`config.mk`:
```
export PLATFORM = sky130hd
export DESIGN_NAME = cacc_dbuf_ram_ctrl
export DESIGN_NICKNAME = d
export VERILOG_FILES = /design/src/rtl/cacc_dbuf_ram_ctrl.sv
export SDC_FILE = /design/constraint.sdc
export NUM_CORES = 1
export LEC_CHECK = 0
export BUFFER_PORTS_ARGS = -buffer_cell sky130_fd_sc_hd__buf_4
export CORE_AREA = 2 2 454 456
export DETAILED_ROUTE_END_ITERATION = 16
export DIE_AREA = 0 0 456 458
export PLACE_DENSITY_LB_ADDON = 0.25
export SLEW_MARGIN = 20
export SYNTH_ARGS = -nofsm -noshare
export SYNTH_HDL_FRONTEND = slang
export SYNTH_SLANG_ARGS = --single-unit
```
`constraint.sdc`:
```
create_clock -name nvdla_core_clk -period 28.8 [get_ports nvdla_core_clk]
set_input_delay 2.88 -clock nvdla_core_clk [delete_from_list [all_inputs] [get_ports nvdla_core_clk]]
set_output_delay 2.88 -clock nvdla_core_clk [all_outputs]
set_load 0.01 [all_outputs]
```
`src/rtl/cacc_dbuf_ram_ctrl.sv`:
```
// Credit-based read controller for the CACC delivery buffer: payloads land in a DEPTH-entry RAM
// with RD_LAT read latency and drain through an RD_LAT+1 entry flop FIFO that can never overflow.
module cacc_dbuf_ram_ctrl #(
  parameter int DW     = 288,
  parameter int AW     = 5,
  parameter int DEPTH  = 32,
  parameter int RD_LAT = 2
) (
  input  logic          nvdla_core_clk,
  input  logic          nvdla_core_rstn,
  input  logic          wr_pvld,
  output logic          wr_prdy,
  input  logic [DW-1:0] wr_pd,
  output logic          rd_pvld,
  input  logic          rd_prdy,
  output logic [DW-1:0] rd_pd,
  output logic          ram_we,
  output logic [AW-1:0] ram_wadr,
  output logic [DW-1:0] ram_wd,
  output logic          ram_re,
  output logic [AW-1:0] ram_radr,
  input  logic [DW-1:0] ram_rd,
  output logic [5:0]    occ
);
  localparam int OBD = RD_LAT + 1;
  localparam int CW  = $clog2(DEPTH + 1);
  localparam int OW  = $clog2(OBD + 1);
  localparam int IW  = $clog2(RD_LAT + 1);
  localparam int PW  = (OBD > 1) ? $clog2(OBD) : 1;

  logic [AW-1:0]     wr_ptr_q, wr_ptr_d, rd_ptr_q, rd_ptr_d;
  logic [CW-1:0]     ram_cnt_q, ram_cnt_d;
  logic [RD_LAT-1:0] rd_vld_q, rd_vld_d;
  logic [OW-1:0]     ob_cnt_q, ob_cnt_d;
  logic [PW-1:0]     ob_wp_q, ob_wp_d, ob_rp_q, ob_rp_d;
  logic [5:0]        occ_q, occ_d;
  logic [IW-1:0]     inflight, inflight_d;
  logic [DW-1:0]     ob_mem [OBD];
  logic              wr_acc, rd_issue, capture, pop;

  // Write side: accept is gated by reset so nothing reaches the RAM on the asserting edge.
  assign wr_prdy  = (ram_cnt_q < CW'(DEPTH));
  assign wr_acc   = wr_pvld & wr_prdy & nvdla_core_rstn;
  assign ram_we   = wr_acc;
  assign ram_wadr = wr_ptr_q;
  assign ram_wd   = wr_pd;

  always_comb begin
    inflight = '0;
    for (int i = 0; i < RD_LAT; i++) inflight = inflight + IW'(rd_vld_q[i]);
  end

  // Read side: issue only when buffer credit covers every read still in flight.
  assign rd_pvld  = (ob_cnt_q != '0);
  assign rd_pd    = ob_mem[ob_rp_q];
  assign pop      = rd_pvld & rd_prdy;
  assign capture  = rd_vld_q[RD_LAT-1];
  assign rd_issue = (ram_cnt_q != '0) && nvdla_core_rstn &&
                    ((int'(inflight) + int'(ob_cnt_q) - int'(pop)) < OBD);
  assign ram_re   = rd_issue;
  assign ram_radr = rd_ptr_q;
  assign occ      = occ_q;

  always_comb begin
    wr_ptr_d   = wr_acc ? ((wr_ptr_q == AW'(DEPTH - 1)) ? '0 : wr_ptr_q + 1'b1) : wr_ptr_q;
    rd_ptr_d   = rd_issue ? ((rd_ptr_q == AW'(DEPTH - 1)) ? '0 : rd_ptr_q + 1'b1) : rd_ptr_q;
    ram_cnt_d  = ram_cnt_q;
    case ({wr_acc, rd_issue})
      2'b10:   ram_cnt_d = ram_cnt_q + 1'b1;
      2'b01:   ram_cnt_d = ram_cnt_q - 1'b1;
      default: ram_cnt_d = ram_cnt_q;
    endcase
    rd_vld_d   = (rd_vld_q << 1) | RD_LAT'(rd_issue);
    inflight_d = inflight + IW'(rd_issue) - IW'(capture);
    ob_cnt_d   = ob_cnt_q + OW'(capture) - OW'(pop);
    ob_wp_d    = capture ? ((ob_wp_q == PW'(OBD - 1)) ? '0 : ob_wp_q + 1'b1) : ob_wp_q;
    ob_rp_d    = pop ? ((ob_rp_q == PW'(OBD - 1)) ? '0 : ob_rp_q + 1'b1) : ob_rp_q;
    occ_d      = 6'(ram_cnt_d) + 6'(inflight_d) + 6'(ob_cnt_d);
  end

  // Control state
  always_ff @(posedge nvdla_core_clk or negedge nvdla_core_rstn) begin
    if (!nvdla_core_rstn) begin
      wr_ptr_q  <= '0;
      rd_ptr_q  <= '0;
      ram_cnt_q <= '0;
      rd_vld_q  <= '0;
      ob_cnt_q  <= '0;
      ob_wp_q   <= '0;
      ob_rp_q   <= '0;
      occ_q     <= '0;
    end else begin
      wr_ptr_q  <= wr_ptr_d;
      rd_ptr_q  <= rd_ptr_d;
      ram_cnt_q <= ram_cnt_d;
      rd_vld_q  <= rd_vld_d;
      ob_cnt_q  <= ob_cnt_d;
      ob_wp_q   <= ob_wp_d;
      ob_rp_q   <= ob_rp_d;
      occ_q     <= occ_d;
    end
  end

  // Output buffer payload capture at the end of cycle issue+RD_LAT
  always_ff @(posedge nvdla_core_clk) begin
    if (capture) ob_mem[ob_wp_q] <= ram_rd;
  end

endmodule

```
# Word-level counts from Yosys, hierarchy flattened
# Memory sizes are Yosys's and may differ from the RTL's.
# Index checks and enable logic that the tools add are counted.
# classes
n_lt_le_gt_ge	2
addsub	15
div_mod_pow	0
shifts	0
mul	0
muxes	7
n_eq_ne	6
n_reduce_logical	4
bitwise_logic	4
# ops
op	count
6-bit by 2-bit adder with 6-bit output	2
6-bit case mux with 2 select lines	1
5-bit by 1-bit adder with 5-bit output (second input constant)	2
5-bit == test (second input constant)	2
5-bit 2-to-1 mux	2
6-bit by 1-bit adder with 6-bit output (second input constant)	1
2-bit == test (second input constant)	3
6-bit less-than comparator (second input constant)	1
6-bit nonzero test	1
6-bit by 1-bit subtractor with 6-bit output (second input constant)	1
2-bit by 1-bit adder with 2-bit output	2
2-bit by 1-bit adder with 2-bit output (second input constant)	2
4-bit by 3-bit less-than comparator with 1-bit output (second input constant)	1
2-bit 2-to-1 mux	2
2-bit by 1-bit subtractor with 2-bit output	2
3-bit by 1-bit subtractor with 4-bit output	1
2-bit by 2-bit adder with 3-bit output	1
1-bit AND	3
1-bit by 1-bit adder with 2-bit output	1
2-bit by 1-bit == test with 1-bit output (second input constant)	1
1-bit logical AND	2
1-bit 2-to-1 mux	2
2-bit by 1-bit OR with 2-bit output	1
2-bit nonzero test	1
# totals
word_cells	47
ramBits	864
ff_bits	30
out_inout_bits	596
mem_bits_ro	0
input_bits	580
n_memories	1
latch_bits	0
# memory_table
name	words	word_bits	read_ports	rd_clocked_by_memory_dff	wr	line	rtl
ob_mem	3	288	1	0	1	38	logic [DW-1:0] ob_mem [OBD];

# Depth between registers and ports, before layout
# logic_depth
word_depth	9
ltp_mapped	23
ltp_nobuf	23

# Worst setup path after synthesis
# No wires, ideal clock.
# synth_path
path_type	reg2reg
start	reg rd_vld_q[1]
end	mem ob_mem[1][0] (enable)
setup_ps	1350
slack_ps	6179
t_required_ps	27450
arrival_ps	21271
path_stages_with_launch	3
n_path_buf	0
period_less_slack_ps	22621
path_cell_list	dfrtp_1 inv_1 nor3b_1
# synth_via
elab_chain_cells	2
# synth_lines
item	line	rtl
start, declared	33	logic [RD_LAT-1:0] rd_vld_q, rd_vld_d;
start signal, assigned	96	rd_vld_q <= rd_vld_d;
1-bit 2-to-1 mux	106	if (capture) ob_mem[ob_wp_q] <= ram_rd;
1-bit 2-to-1 mux (not written as such)	106	
end, declared	38	
# No other way between the ends.

# Final worst setup path
# layout_path
start	in rd_prdy
end	out ram_re
# layout_via
elab_chain_cells	4
# layout_lines
item	line	rtl
start, declared	15	input logic rd_prdy,
1-bit AND	56	assign pop = rd_pvld & rd_prdy;
via pop	39	logic wr_acc, rd_issue, capture, pop;
3-bit by 1-bit subtractor with 4-bit output	59	((int'(inflight) + int'(ob_cnt_q) - int'(pop)) < OBD);
4-bit by 3-bit less-than comparator with 1-bit output	59	
1-bit logical AND	58	assign rd_issue = (ram_cnt_q != '0) && nvdla_core_rstn &&
end, declared	20	output logic ram_re,
# The timed path passes the listed nets, and every way through them passes these cells.

==> key figures <==
Global routing
  • First-pass GRT wire length: 196900 µm
  • GRT Total Usage: 14.25%
  • Antenna violations before repair: 17
  • Grt total ovfl: 0
  • Largest net degree at the start of global routing: 184
  • Vias in the first global route: roughly 19000

Final layout
  • Non-Filler Cell Area, Final: roughly 45000 µm²
  • Fin cells: 5407
  • Fin nets: 3237
  • Area growth syn-to-layout: 24.72%
  • Fraction of layout cells with a size suffix above 1: 28.62%
  • Filler instances: ~22000
  • Storage element area: 26700 µm²
  • Footprint of the multi-input gates: 6399 µm²
  • Fin util: 21.86%

Clock tree
  • Hold-fix buffers, CTS: 0
  • CTS tree: built
  • Resized cells post-CTS: 0
  • Reg clk slew, reported paths: 0.06 ns
  • Bufs on Longest Clock Path: 3
  • Inserted Clock Buffers: 105
  • Htree depth: 3
  • Clock Tree Root: clkbuf_16
  • CTS Sinks: 894
  • Setup Buffers After CTS: 0
  • Clk_lat worst skew: 0.74 ns

Pwr
  • Maximum VDD drop: 67.79 µV
  • Leakage: 15.56 nW
  • Design Power: 4.582 mW
  • PD cells: 102.9 nW/µm²

Worst hold path
  • Hold Path Stages: 0
  • Hold path start: rd_vld_q[0]
  • HP Class: reg -> reg
  • Hold Path Sink: rd_vld_q[1]

Placement
  • Placed Instances: between 5000 and 6000
  • RD Place Congestion: between 0.9 and 1
  • DPL Wire Length: 120500 µm
  • Placed Area: 41290 µm²
  • Pre-CTS setup slack: 20.80 ns
  • Port bufs: 599

Yosys
  • Mapped Cells: 2289
  • Top-area cell type share of the netlist area: 72.64%
  • Syn avg cell area: approximately 16 µm²
  • Register area share after synthesis: 74.75%
  • Most frequent cells after synthesis: 864 x edfxtp_1, 309 x nand2_1, 299 x o21ai_0
  • Post-synth top flop: edfxtp_1
  • Top post-synthesis cells by area: edfxtp_1 73%, mux2i_1 8.1%, buf_4 6.1%
  • Cell taking the most area after synthesis: edfxtp_1
  • Post-synthesis net count: 2893
  • Distinct cell type count after synthesis: 44
  • Synth Warn #: 0
  • Asr flop ratio synth: 3.356%
  • EDFF count, synth: around 860
  • Count leader, synth: edfxtp_1
  • Mapped Area: approximately 36000 µm²
  • Flops & latches, synth: just under 900

STA
  • Final setup margin: 20.80 ns
  • Fin. max-slew vios: 0
  • Setup TNS: 0 ns
  • Hold Worst Slack: 0.4074 ns
  • RSZ-0062 raised after global routing: false
  • Rel. slew slack: roughly 26%
  • Worst Tran Pin Value: 1.113 ns
  • Final Hold Vio Count: 0
  • Clk_skew: 0.03732 ns
  • Fin crit period: 7.997 ns
  • Fmax: 125.0 MHz
  • Tcrit/Tclk final: between 20 and 30%
  • Endpoints failing setup: 0

Drt
  • Via count: 19330
  • Final ANT Viol Nets: 0
  • Drt first-iter violations: approximately 1100
  • Avg WL per Cell: ~29 µm
  • Routed WL: 154700 µm
  • Drt pass-1 iters: 5
  • DRC: 0
  • Vias per cell: 3.574

Floorplan
  • Die width: ~460 µm
  • Num ports: 1176
  • Die Outline Area: 208800 µm²
  • Die height: roughly 460 µm
  • Core area: 203800 µm²
  • Row count: 166
  • Starting density of the core: 17.53%

Critical path
  • Critical path peak fanout: 10
  • Critical path data required time: between 20 and 30 ns
  • CP arrival: 5.12 ns
  • Crit Reg-Reg Startpoint: ob_cnt_q[1]
  • Flop2flop setup slack: 23.34 ns
  • Reg2reg end: occ[5]
  • R2r worst-path depth: 23
  • Crit start category: primary input
  • Setup crit end kind: output port
  • Crit Path Class: in -> out

Status
  • Status: finished, final reports clean

Flow run
  • Max Cap Viol: 0
worst max-delay path, cell delays in order:
cell and delay (ns):
buf_4 0.11, nand2_1 0.10, inv_1 0.11, ha_1 0.29, inv_1 0.04, ha_1 0.20, fa_1 0.54, nand2_1 0.06
a32o_1 0.23, o311ai_4 0.16, inv_1 0.18, buf_4 0.20
area by class of cell:
class / count / share of cell area [%]
timing repair buffer: 623 / 10.64
tap: 2688 / 7.550
clock buffer: 139 / 6.300
clock inverter: 50 / 0.9831
antenna: 4 / 0.02247
inverter: 23 / 0.1938
multi-input combinational: 986 / 14.36
sequential: 894 / 59.95
layout by cell type, fill, tap and decap left out, types with 7 or more instances in the layout:
master     count
mux2i_1      289
clkbuf_1      30
buf_4        618
ha_1          19
inv_1         23
nor2_1         7
clkinv_2      13
o21ai_0      298
clkbuf_16    106
dfrtp_1       28
edfxtp_1     864
clkinv_1      20
nand2_1      309
per-layer routing:
| layer | share of wire, % | wire, µm | global-route usage (%) | up-vias |
|---|---|---|---|---|
| met2 | 54 | 84180 | 27.02 | 1002 |
| met5 | 0.080 | 123 | 0 | - |
| met4 | 3.4 | 5273 | 4.774 | 20 |
| met3 | 19 | 29240 | 13.01 | 194 |
| li1 | - | - | - | 8836 |
| met1 | 23 | 35900 | 9.254 | 9273 |
registers in the layout (all words and copies together), names as in the netlist:
name / flops
ob_rp_q: 2
rd_vld_q: 2
ob_mem: 864
ob_cnt_q: 2
ram_cnt_q: 6
ob_wp_q: 2
occ: 6
ram_wadr: 5
ram_radr: 5
logic make-up after synthesis:
family	after synthesis	share of synthesized area, %
buf+inv	409	7.388
xor+xnor	9	0.2207
fa+ha+maj	24	0.9459
compound gates	318	4.656
mux	293	8.236
simple gates	342	3.808
flops	894	74.75
worst max-delay path by stage:
| stage | from | cells past startpoint | slack, ns | endpoint |
|---|---|---|---|---|
| floorplan | rd_vld_q[1] | 2 | 6.18 | ob_mem[1][0] |
| global placement | rd_prdy | 12 | 20.79 | ram_re |
| global route | rd_prdy | 12 | 20.64 | ram_re |
| detailed placement | rd_prdy | 12 | 20.80 | ram_re |
| finish | rd_prdy | 12 | 20.80 | ram_re |
| CTS | rd_prdy | 12 | 20.80 | ram_re |
power by group:
part	leakage [nW]	internal [mW]	switching [mW]
Sequential	8.23	1.69	0.0787
Combinational	5.76	0.621	0.933
Clock	1.57	0.721	0.540
Total	15.6	3.03	1.55
No activity file was read; power rests on OpenSTA's default activity.
